## config.mk

```make
export PLATFORM = sky130hd
export DESIGN_NAME = sccb_init_sequencer_flat
export DESIGN_NICKNAME = d
export VERILOG_FILES = /design/src/rtl/sccb_init_pkg.sv /design/src/rtl/sccb_init_if.sv /design/src/rtl/sccb_init_sequencer_timer.sv /design/src/rtl/sccb_init_sequencer.sv /design/src/flat_wrapper.sv
export SDC_FILE = /design/constraint.sdc
export NUM_CORES = 1
export LEC_CHECK = 0
export BUFFER_PORTS_ARGS = -buffer_cell sky130_fd_sc_hd__buf_2
export CAP_MARGIN = 30
export CORE_MARGIN = 4
export CORE_UTILIZATION = 59
export CTS_CLUSTER_SIZE = 12
export DETAILED_ROUTE_END_ITERATION = 6
export GPL_TIMING_DRIVEN = 0
export PLACE_DENSITY = 0.85
export SYNTH_ARGS = -nofsm -noshare
export SYNTH_HDL_FRONTEND = slang
export SYNTH_SLANG_ARGS = --single-unit
```

## constraint.sdc

```tcl
create_clock -name clk -period 5 [get_ports clk]
set_input_delay 0.25 -clock clk [delete_from_list [all_inputs] [get_ports clk]]
set_output_delay 0.25 -clock clk [all_outputs]
set_load 0.01 [all_outputs]
```

## src/rtl/sccb_init_pkg.sv

```systemverilog
// Shared types and constants for the SCCB register-init sequencer.
package sccb_init_pkg;

  typedef enum logic [3:0] {
    StIdle,
    StPwrup,
    StFetch,
    StRomWait,
    StDecode,
    StWrite,
    StGap,
    StDelay,
    StNext,
    StDone,
    StError
  } state_e;

  // Reserved register addresses that act as table commands.
  localparam logic [15:0] DelayMark = 16'hFFFF;
  localparam logic [15:0] EndMark   = 16'hFFFE;
  localparam logic [15:0] NopMark   = 16'h0000;

  // Width of the millisecond down-counter (delays up to 255 ms).
  localparam int unsigned MsCntW = 8;

  // Ceiling log2; returns 0 for v <= 1.
  function automatic int unsigned clog2(input int unsigned v);
    int unsigned r;
    r = 0;
    while ((64'd1 << r) < 64'(v)) begin
      r = r + 1;
    end
    return r;
  endfunction

endpackage

```

## src/rtl/sccb_init_if.sv

```systemverilog
// Write-request handshake between the init sequencer and the SCCB master.
interface sccb_init_if #(
  parameter int unsigned REG_ADDR_W = 16,
  parameter int unsigned REG_DATA_W = 8
);
  logic                  req;
  logic [REG_ADDR_W-1:0] reg_addr;
  logic [REG_DATA_W-1:0] reg_data;
  logic                  done;
  logic                  nack;

  // Requesting side (the sequencer).
  modport master (
    output req,
    output reg_addr,
    output reg_data,
    input  done,
    input  nack
  );

  // Serving side (the SCCB bus master).
  modport slave (
    input  req,
    input  reg_addr,
    input  reg_data,
    output done,
    output nack
  );
endinterface

```

## src/rtl/sccb_init_sequencer_timer.sv

```systemverilog
// Millisecond delay timer: a cycle prescaler feeding an ms down-counter.
// expired_o is high during the final cycle of the loaded interval, so a
// state waiting on it occupies exactly N*TICK_CYCLES cycles after load.
module ms_tick_timer
  import sccb_init_pkg::*;
#(
  parameter int unsigned TICK_CYCLES = 50000,
  parameter int unsigned CNT_W       = MsCntW
) (
  input  logic             clk,
  input  logic             rst_n,
  input  logic             load_i,
  input  logic [CNT_W-1:0] n_i,
  output logic             expired_o
);

  localparam int unsigned PrescW = (clog2(TICK_CYCLES) > 0) ? clog2(TICK_CYCLES) : 1;
  localparam logic [PrescW-1:0] PrescLast = PrescW'(TICK_CYCLES - 1);

  logic [PrescW-1:0] presc_q, presc_d;
  logic [CNT_W-1:0]  ms_q, ms_d;

  // Next-state: load restarts from zero; otherwise count down while ms remain.
  always_comb begin
    presc_d = presc_q;
    ms_d    = ms_q;
    if (load_i) begin
      presc_d = '0;
      ms_d    = n_i;
    end else if (ms_q != '0) begin
      if (presc_q == PrescLast) begin
        presc_d = '0;
        ms_d    = ms_q - CNT_W'(1);
      end else begin
        presc_d = presc_q + PrescW'(1);
      end
    end
  end

  // Counter registers.
  always_ff @(posedge clk or negedge rst_n) begin
    if (!rst_n) begin
      presc_q <= '0;
      ms_q    <= '0;
    end else begin
      presc_q <= presc_d;
      ms_q    <= ms_d;
    end
  end

  assign expired_o = (ms_q == '0) || ((ms_q == CNT_W'(1)) && (presc_q == PrescLast));

endmodule

```

## src/rtl/sccb_init_sequencer.sv

```systemverilog
// Camera register-init engine: walks one init table in an external
// synchronous ROM and turns entries into SCCB writes, delays or skips.
module sccb_init_sequencer
  import sccb_init_pkg::*;
#(
  parameter int unsigned REG_ADDR_W  = 16,
  parameter int unsigned REG_DATA_W  = 8,
  parameter int unsigned DEPTH       = 256,
  parameter int unsigned NUM_TABLES  = 2,
  parameter int unsigned TICK_CYCLES = 50000,
  parameter int unsigned POWERUP_MS  = 20,
  parameter int unsigned MAX_RETRY   = 3,
  parameter logic [REG_ADDR_W-1:0] DELAY_MARK = REG_ADDR_W'(DelayMark),
  parameter logic [REG_ADDR_W-1:0] END_MARK   = REG_ADDR_W'(EndMark),
  parameter logic [REG_ADDR_W-1:0] NOP_MARK   = REG_ADDR_W'(NopMark),
  localparam int unsigned ENTRY_W    = REG_ADDR_W + REG_DATA_W,
  localparam int unsigned IDX_W      = clog2(DEPTH),
  localparam int unsigned SEL_W      = (clog2(NUM_TABLES) > 1) ? clog2(NUM_TABLES) : 1,
  localparam int unsigned ROM_ADDR_W = clog2(DEPTH * NUM_TABLES)
) (
  input  logic                  clk,
  input  logic                  rst_n,
  input  logic                  start_i,
  input  logic [SEL_W-1:0]      table_sel_i,
  output logic [ROM_ADDR_W-1:0] rom_addr_o,
  input  logic [ENTRY_W-1:0]    rom_q_i,
  sccb_init_if.master           sccb,
  output logic                  busy_o,
  output logic                  init_done_o,
  output logic                  init_err_o,
  output logic [IDX_W-1:0]      err_index_o
);

  localparam int unsigned RetryW = (clog2(MAX_RETRY + 1) > 0) ? clog2(MAX_RETRY + 1) : 1;
  localparam logic [IDX_W-1:0] IdxLast = IDX_W'(DEPTH - 1);

  state_e              state_q, state_d;
  logic [IDX_W-1:0]    idx_q, idx_d;
  logic [SEL_W-1:0]    sel_q, sel_d;
  logic [ENTRY_W-1:0]  entry_q, entry_d;
  logic [RetryW-1:0]   retry_q, retry_d;
  logic [IDX_W-1:0]    err_idx_q, err_idx_d;
  logic [RetryW-1:0]   retry_inc;
  logic                tmr_load;
  logic [MsCntW-1:0]   tmr_n;
  logic                tmr_expired;
  logic [REG_ADDR_W-1:0] rom_reg_addr;
  logic [REG_DATA_W-1:0] rom_reg_data;

  assign rom_reg_addr = rom_q_i[ENTRY_W-1:REG_DATA_W];
  assign rom_reg_data = rom_q_i[REG_DATA_W-1:0];
  assign retry_inc    = retry_q + RetryW'(1);

  ms_tick_timer #(
    .TICK_CYCLES (TICK_CYCLES),
    .CNT_W       (MsCntW)
  ) u_timer (
    .clk       (clk),
    .rst_n     (rst_n),
    .load_i    (tmr_load),
    .n_i       (tmr_n),
    .expired_o (tmr_expired)
  );

  // Next-state logic: start acceptance, entry dispatch, write/retry handling.
  always_comb begin
    state_d   = state_q;
    idx_d     = idx_q;
    sel_d     = sel_q;
    entry_d   = entry_q;
    retry_d   = retry_q;
    err_idx_d = err_idx_q;
    tmr_load  = 1'b0;
    tmr_n     = '0;
    unique case (state_q)
      StIdle, StDone, StError: begin
        if (start_i) begin
          idx_d   = '0;
          retry_d = '0;
          // Out-of-range selections fall back to the last table.
          if (32'(table_sel_i) >= NUM_TABLES) begin
            sel_d = SEL_W'(NUM_TABLES - 1);
          end else begin
            sel_d = table_sel_i;
          end
          if (POWERUP_MS == 0) begin
            state_d = StFetch;
          end else begin
            tmr_load = 1'b1;
            tmr_n    = MsCntW'(POWERUP_MS);
            state_d  = StPwrup;
          end
        end
      end
      StPwrup: begin
        if (tmr_expired) state_d = StFetch;
      end
      StFetch:   state_d = StRomWait;
      StRomWait: state_d = StDecode;
      StDecode: begin
        entry_d = rom_q_i;
        retry_d = '0;
        if (rom_reg_addr == END_MARK) begin
          state_d = StDone;
        end else if (rom_reg_addr == NOP_MARK) begin
          state_d = StNext;
        end else if (rom_reg_addr == DELAY_MARK) begin
          tmr_load = 1'b1;
          tmr_n    = MsCntW'(rom_reg_data);
          state_d  = StDelay;
        end else begin
          state_d = StWrite;
        end
      end
      StWrite: begin
        if (sccb.done) begin
          if (!sccb.nack) begin
            retry_d = '0;
            state_d = StNext;
          end else begin
            retry_d = retry_inc;
            if (retry_inc < RetryW'(MAX_RETRY)) begin
              state_d = StGap;
            end else begin
              err_idx_d = idx_q;
              state_d   = StError;
            end
          end
        end
      end
      // One idle cycle with req low so the master sees a fresh request.
      StGap:   state_d = StWrite;
      StDelay: begin
        if (tmr_expired) state_d = StNext;
      end
      StNext: begin
        if (idx_q == IdxLast) begin
          state_d = StDone;
        end else begin
          idx_d   = idx_q + IDX_W'(1);
          state_d = StFetch;
        end
      end
      default: state_d = StIdle;
    endcase
  end

  // State and datapath registers.
  always_ff @(posedge clk or negedge rst_n) begin
    if (!rst_n) begin
      state_q   <= StIdle;
      idx_q     <= '0;
      sel_q     <= '0;
      entry_q   <= '0;
      retry_q   <= '0;
      err_idx_q <= '0;
    end else begin
      state_q   <= state_d;
      idx_q     <= idx_d;
      sel_q     <= sel_d;
      entry_q   <= entry_d;
      retry_q   <= retry_d;
      err_idx_q <= err_idx_d;
    end
  end

  // Outputs decode straight from state so req falls with an async reset.
  always_comb begin
    rom_addr_o    = ROM_ADDR_W'(sel_q) * ROM_ADDR_W'(DEPTH) + ROM_ADDR_W'(idx_q);
    sccb.req      = (state_q == StWrite);
    sccb.reg_addr = entry_q[ENTRY_W-1:REG_DATA_W];
    sccb.reg_data = entry_q[REG_DATA_W-1:0];
    busy_o        = !((state_q == StIdle) || (state_q == StDone) || (state_q == StError));
    init_done_o   = (state_q == StDone);
    init_err_o    = (state_q == StError);
    err_index_o   = err_idx_q;
  end

endmodule

```

## src/flat_wrapper.sv

```systemverilog
// flat-port wrapper written by rule: the top's interface ports become plain ports
module sccb_init_sequencer_flat import sccb_init_pkg::*;
#(
  parameter int unsigned REG_ADDR_W  = 16,
  parameter int unsigned REG_DATA_W  = 8,
  parameter int unsigned DEPTH       = 256,
  parameter int unsigned NUM_TABLES  = 2,
  parameter int unsigned TICK_CYCLES = 50000,
  parameter int unsigned POWERUP_MS  = 20,
  parameter int unsigned MAX_RETRY   = 3,
  parameter logic [REG_ADDR_W-1:0] DELAY_MARK = REG_ADDR_W'(DelayMark),
  parameter logic [REG_ADDR_W-1:0] END_MARK   = REG_ADDR_W'(EndMark),
  parameter logic [REG_ADDR_W-1:0] NOP_MARK   = REG_ADDR_W'(NopMark),
  localparam int unsigned ENTRY_W    = REG_ADDR_W + REG_DATA_W,
  localparam int unsigned IDX_W      = clog2(DEPTH),
  localparam int unsigned SEL_W      = (clog2(NUM_TABLES) > 1) ? clog2(NUM_TABLES) : 1,
  localparam int unsigned ROM_ADDR_W = clog2(DEPTH * NUM_TABLES)
)
  (clk, rst_n, start_i, table_sel_i, rom_addr_o, rom_q_i, busy_o, init_done_o, init_err_o, err_index_o, sccb_req, sccb_reg_addr, sccb_reg_data, sccb_done, sccb_nack);
  sccb_init_if #(.REG_ADDR_W(REG_ADDR_W), .REG_DATA_W(REG_DATA_W)) sccb_i ();
  input  logic clk;
  input  logic rst_n;
  input  logic start_i;
  input  logic [SEL_W-1:0] table_sel_i;
  output logic [ROM_ADDR_W-1:0] rom_addr_o;
  input  logic [ENTRY_W-1:0] rom_q_i;
  output logic busy_o;
  output logic init_done_o;
  output logic init_err_o;
  output logic [IDX_W-1:0] err_index_o;
  output wire logic [$bits(sccb_i.req)-1:0] sccb_req;
  output wire logic [$bits(sccb_i.reg_addr)-1:0] sccb_reg_addr;
  output wire logic [$bits(sccb_i.reg_data)-1:0] sccb_reg_data;
  input wire logic [$bits(sccb_i.done)-1:0] sccb_done;
  input wire logic [$bits(sccb_i.nack)-1:0] sccb_nack;
  assign sccb_req = sccb_i.req;
  assign sccb_reg_addr = sccb_i.reg_addr;
  assign sccb_reg_data = sccb_i.reg_data;
  assign sccb_i.done = sccb_done;
  assign sccb_i.nack = sccb_nack;
  sccb_init_sequencer #(.REG_ADDR_W(REG_ADDR_W), .REG_DATA_W(REG_DATA_W), .DEPTH(DEPTH), .NUM_TABLES(NUM_TABLES), .TICK_CYCLES(TICK_CYCLES), .POWERUP_MS(POWERUP_MS), .MAX_RETRY(MAX_RETRY), .DELAY_MARK(DELAY_MARK), .END_MARK(END_MARK), .NOP_MARK(NOP_MARK)) u_core (.clk(clk), .rst_n(rst_n), .start_i(start_i), .table_sel_i(table_sel_i), .rom_addr_o(rom_addr_o), .rom_q_i(rom_q_i), .sccb(sccb_i), .busy_o(busy_o), .init_done_o(init_done_o), .init_err_o(init_err_o), .err_index_o(err_index_o));
endmodule
```

==> results.md <==
* Syn Nets at 389
* Drt drc at 0
* Design Power at 2.00 mW
* Final setup viols at 0
* Die Ht at 86.5 um
* Area after DPL at 4100 um2
* Latest clock arrival within the worst-skew pair at 350 ps
* Hold Vio Cnt, Final at 0
* Vias per cell at 5.79
* Final core occ at 71.7%
* Average size of a mapped cell at 10.3 um2
* Fin worst setup slack at 2420 ps
* TritonCTS buffer count at 9
* 1st-pass router iterations at 5
* Ant diodes at 0
* I/O pin count at 75
* Main flop type after synthesis: dfrtp_1
* Post-CTS setup repair buffer count at 0
* Worst hold path class: input pin to async pin
* Worst Setup Start Kind: flip-flop
* CP endpoint kind: flip-flop
* Share of cells above drive strength 1 at 30.9%
* Die area at 7480 um2
* Async set-reset flop share out of synthesis at 100%
* H-tree levels at 3
* Commonest non-fill, non-tap cell in the layout: buf_2
* Worst-path clk slew at 70 ps
* Placed Cells at 502
* Mux share of post-synthesis cell area at 11.7%
* Synth Area in Simple Gates at 21.3%
* Met2 wire len at 3.75 mm
* Post-CTS sizing at 0
* Status: finished, final reports clean
* Final WL at 7.93 mm
* Setup TNS at 0 ps
* Met1 WL at 3.63 mm
* DP HPWL at 5.77 mm
* Pin count of the biggest net entering global routing at 72
* Critical path required time at 5260 ps
* IO buf count at 74
* Synth Area in Adders at 2.07%
* CORE AREA at 5960 um2
* # clock sinks at 71
* Synth Instances at 353
* Nets at 474
* Distinct cells, synth at 50
* Worst-Margin Slew at 864 ps
* Top Metal Used: met4
* CTS Root Cell: clkbuf_8
* Sequential fraction of the synthesis area at 48.9%
* CTS tree: built
* Critical path class: flip-flop to flip-flop
* Leak at 1.97 nW
* Die W at 86.5 um
* Global-route wire length before repair at 13.4 mm
* Slew HR at 42.4%
* Final instance area at 4270 um2
* Starting density of the core at 61.0%
* Yosys warns at 0
* Iter 0 DRT Violations at 207
* Clock tree buffer depth at 2
* Gpl congestion at 0.903
* #FFs+latches synth at 71
* Slew Limit Fails at 0
* CP max FO at 10
* Commonest non-fill, non-tap cells in the layout: buf_2 (77), dfrtp_1 (71), mux2_2 (36), nand2_1 (35), nor2_1 (29)
* Highest clock rate at 387 MHz
* Wire per inst at 15.3 um
* GRT Total Usage at 22.4%
* Number of core rows at 28
* Vias in the first global route at 2,990
* Layout area overhead at 17.6%
* Finished Layout Cells at 518
* Pwr/cell area at 468 nW/um2
* Detailed-route via count at 2,997
* Initial antenna violation count at 0
* Worst slack, placed at 2430 ps
* CP arrival at 2840 ps
* Hold_buf cts at 0
* Tcrit/Tclk final at 51.7%
* Hold WS at 18.7 ps
* Routed wl met3 at 453 um
* RSZ-0062 raised after global routing: false
* Maximum vdd drop at 0.311 mV
* XOR/XNOR Fraction of Synth Area at 4.34%
* Synth Area in Compound Gates at 8.75%
* Clk_skew at 11.6 ps
* Antenna Nets Post-Route at 0
* Maximum Capacitance Violations at 0
* Min Tclk post-route at 2580 ps
* Mapped cell area at 3630 um2
* Largest family of logic cells by synthesized area: simple AND/OR/NAND/NOR gates
* Post-synth EDFFs at 0
* Overflow after GRT at 0
[sequential cells by signal (all words and copies together), names as in the netlist]
register	cells
u_core.u_timer.ms_q	8
u_core.sel_q	1
u_core.idx_q	8
u_core.u_timer.presc_q	16
u_core.state_q	4
u_core.entry_q	24
u_core.err_index_o	8
u_core.retry_q	2
[cells by family after synthesis]
kind of cell	count (synthesis)
compound gates	53
fa+ha+maj	6
xor+xnor	18
simple gates	142
buf+inv	25
mux	38
flops	71
[layer usage]
layer	GRT usage, %	up-vias
li1	-	1453
met1	30.3	1448
met2	34.8	85
met3	6.37	11
met4	7.65	0
met5	0	-
[worst max-delay path, cell delays in order (launching register included)]
cell	delay [ps]
dfrtp_1	360
buf_4	160
nor4b_4	610
nand2_2	150
and4bb_1	370
nor3_1	110
clkbuf_1	210
or3_1	380
a21oi_1	160
[area by class of cell]
type                            count  area [um2]
Inverter                           10        37.5
Buffer                             15        68.8
Fill cell                         420        1680
Sequential cell                    71        1780
Timing Repair Buffer               74         373
Clock buffer                       10         138
Tap cell                           75        93.8
Multi-Input combinational cell    257        1750
Clock inverter                      6        36.3
[power breakdown]
part           internal (mW)  switching, mW
sequential             0.735          0.103
clock                  0.191          0.217
combinational          0.357          0.397
[final timing paths]
check,from,end,slack [ps],cells after the start
worst max-delay path,u_core.state_q[1]$_DFFE_PN0P_,u_core.u_timer.presc_q[7]$_DFFE_PN0P_,2420,8
worst min-delay path,rst_n,u_core.u_timer.presc_q[10]$_DFFE_PN0P_,20,1
worst max register to register,u_core.state_q[1]$_DFFE_PN0P_,u_core.u_timer.presc_q[7]$_DFFE_PN0P_,2420,8
worst min register to register,u_core.err_index_o[6]$_DFFE_PN0P_,u_core.err_index_o[6]$_DFFE_PN0P_,500,1
max in group asynchronous,rst_n,u_core.state_q[2]$_DFFE_PN0P_,4430,1
min in group clk,table_sel_i,u_core.sel_q$_DFFE_PN0P_,110,3
[synthesized netlist by cell type, types with 2 or more instances]
library cell | n | area [um2]
and3_1 | 8 | 50.1
buf_4 | 2 | 15.0
dfrtp_1 | 71 | 1780
or4_1 | 2 | 15.0
nand2_1 | 35 | 131
nor2_1 | 29 | 109
nand3_1 | 14 | 70.1
o21ai_0 | 21 | 105
nor4_1 | 7 | 43.8
xor2_1 | 13 | 114
o31ai_1 | 4 | 30.0
buf_2 | 4 | 20.0
nor3_1 | 8 | 40.0
clkbuf_1 | 8 | 30.0
inv_1 | 9 | 33.8
a21oi_1 | 15 | 75.1
xnor2_1 | 5 | 43.8
mux2_2 | 36 | 405
o311a_1 | 2 | 20.0
or3_1 | 12 | 75.1
ha_1 | 6 | 75.1
nand4_1 | 12 | 75.1
or4bb_1 | 2 | 22.5
mux2i_1 | 2 | 20.0
Power figures use the tool's default switching activity.
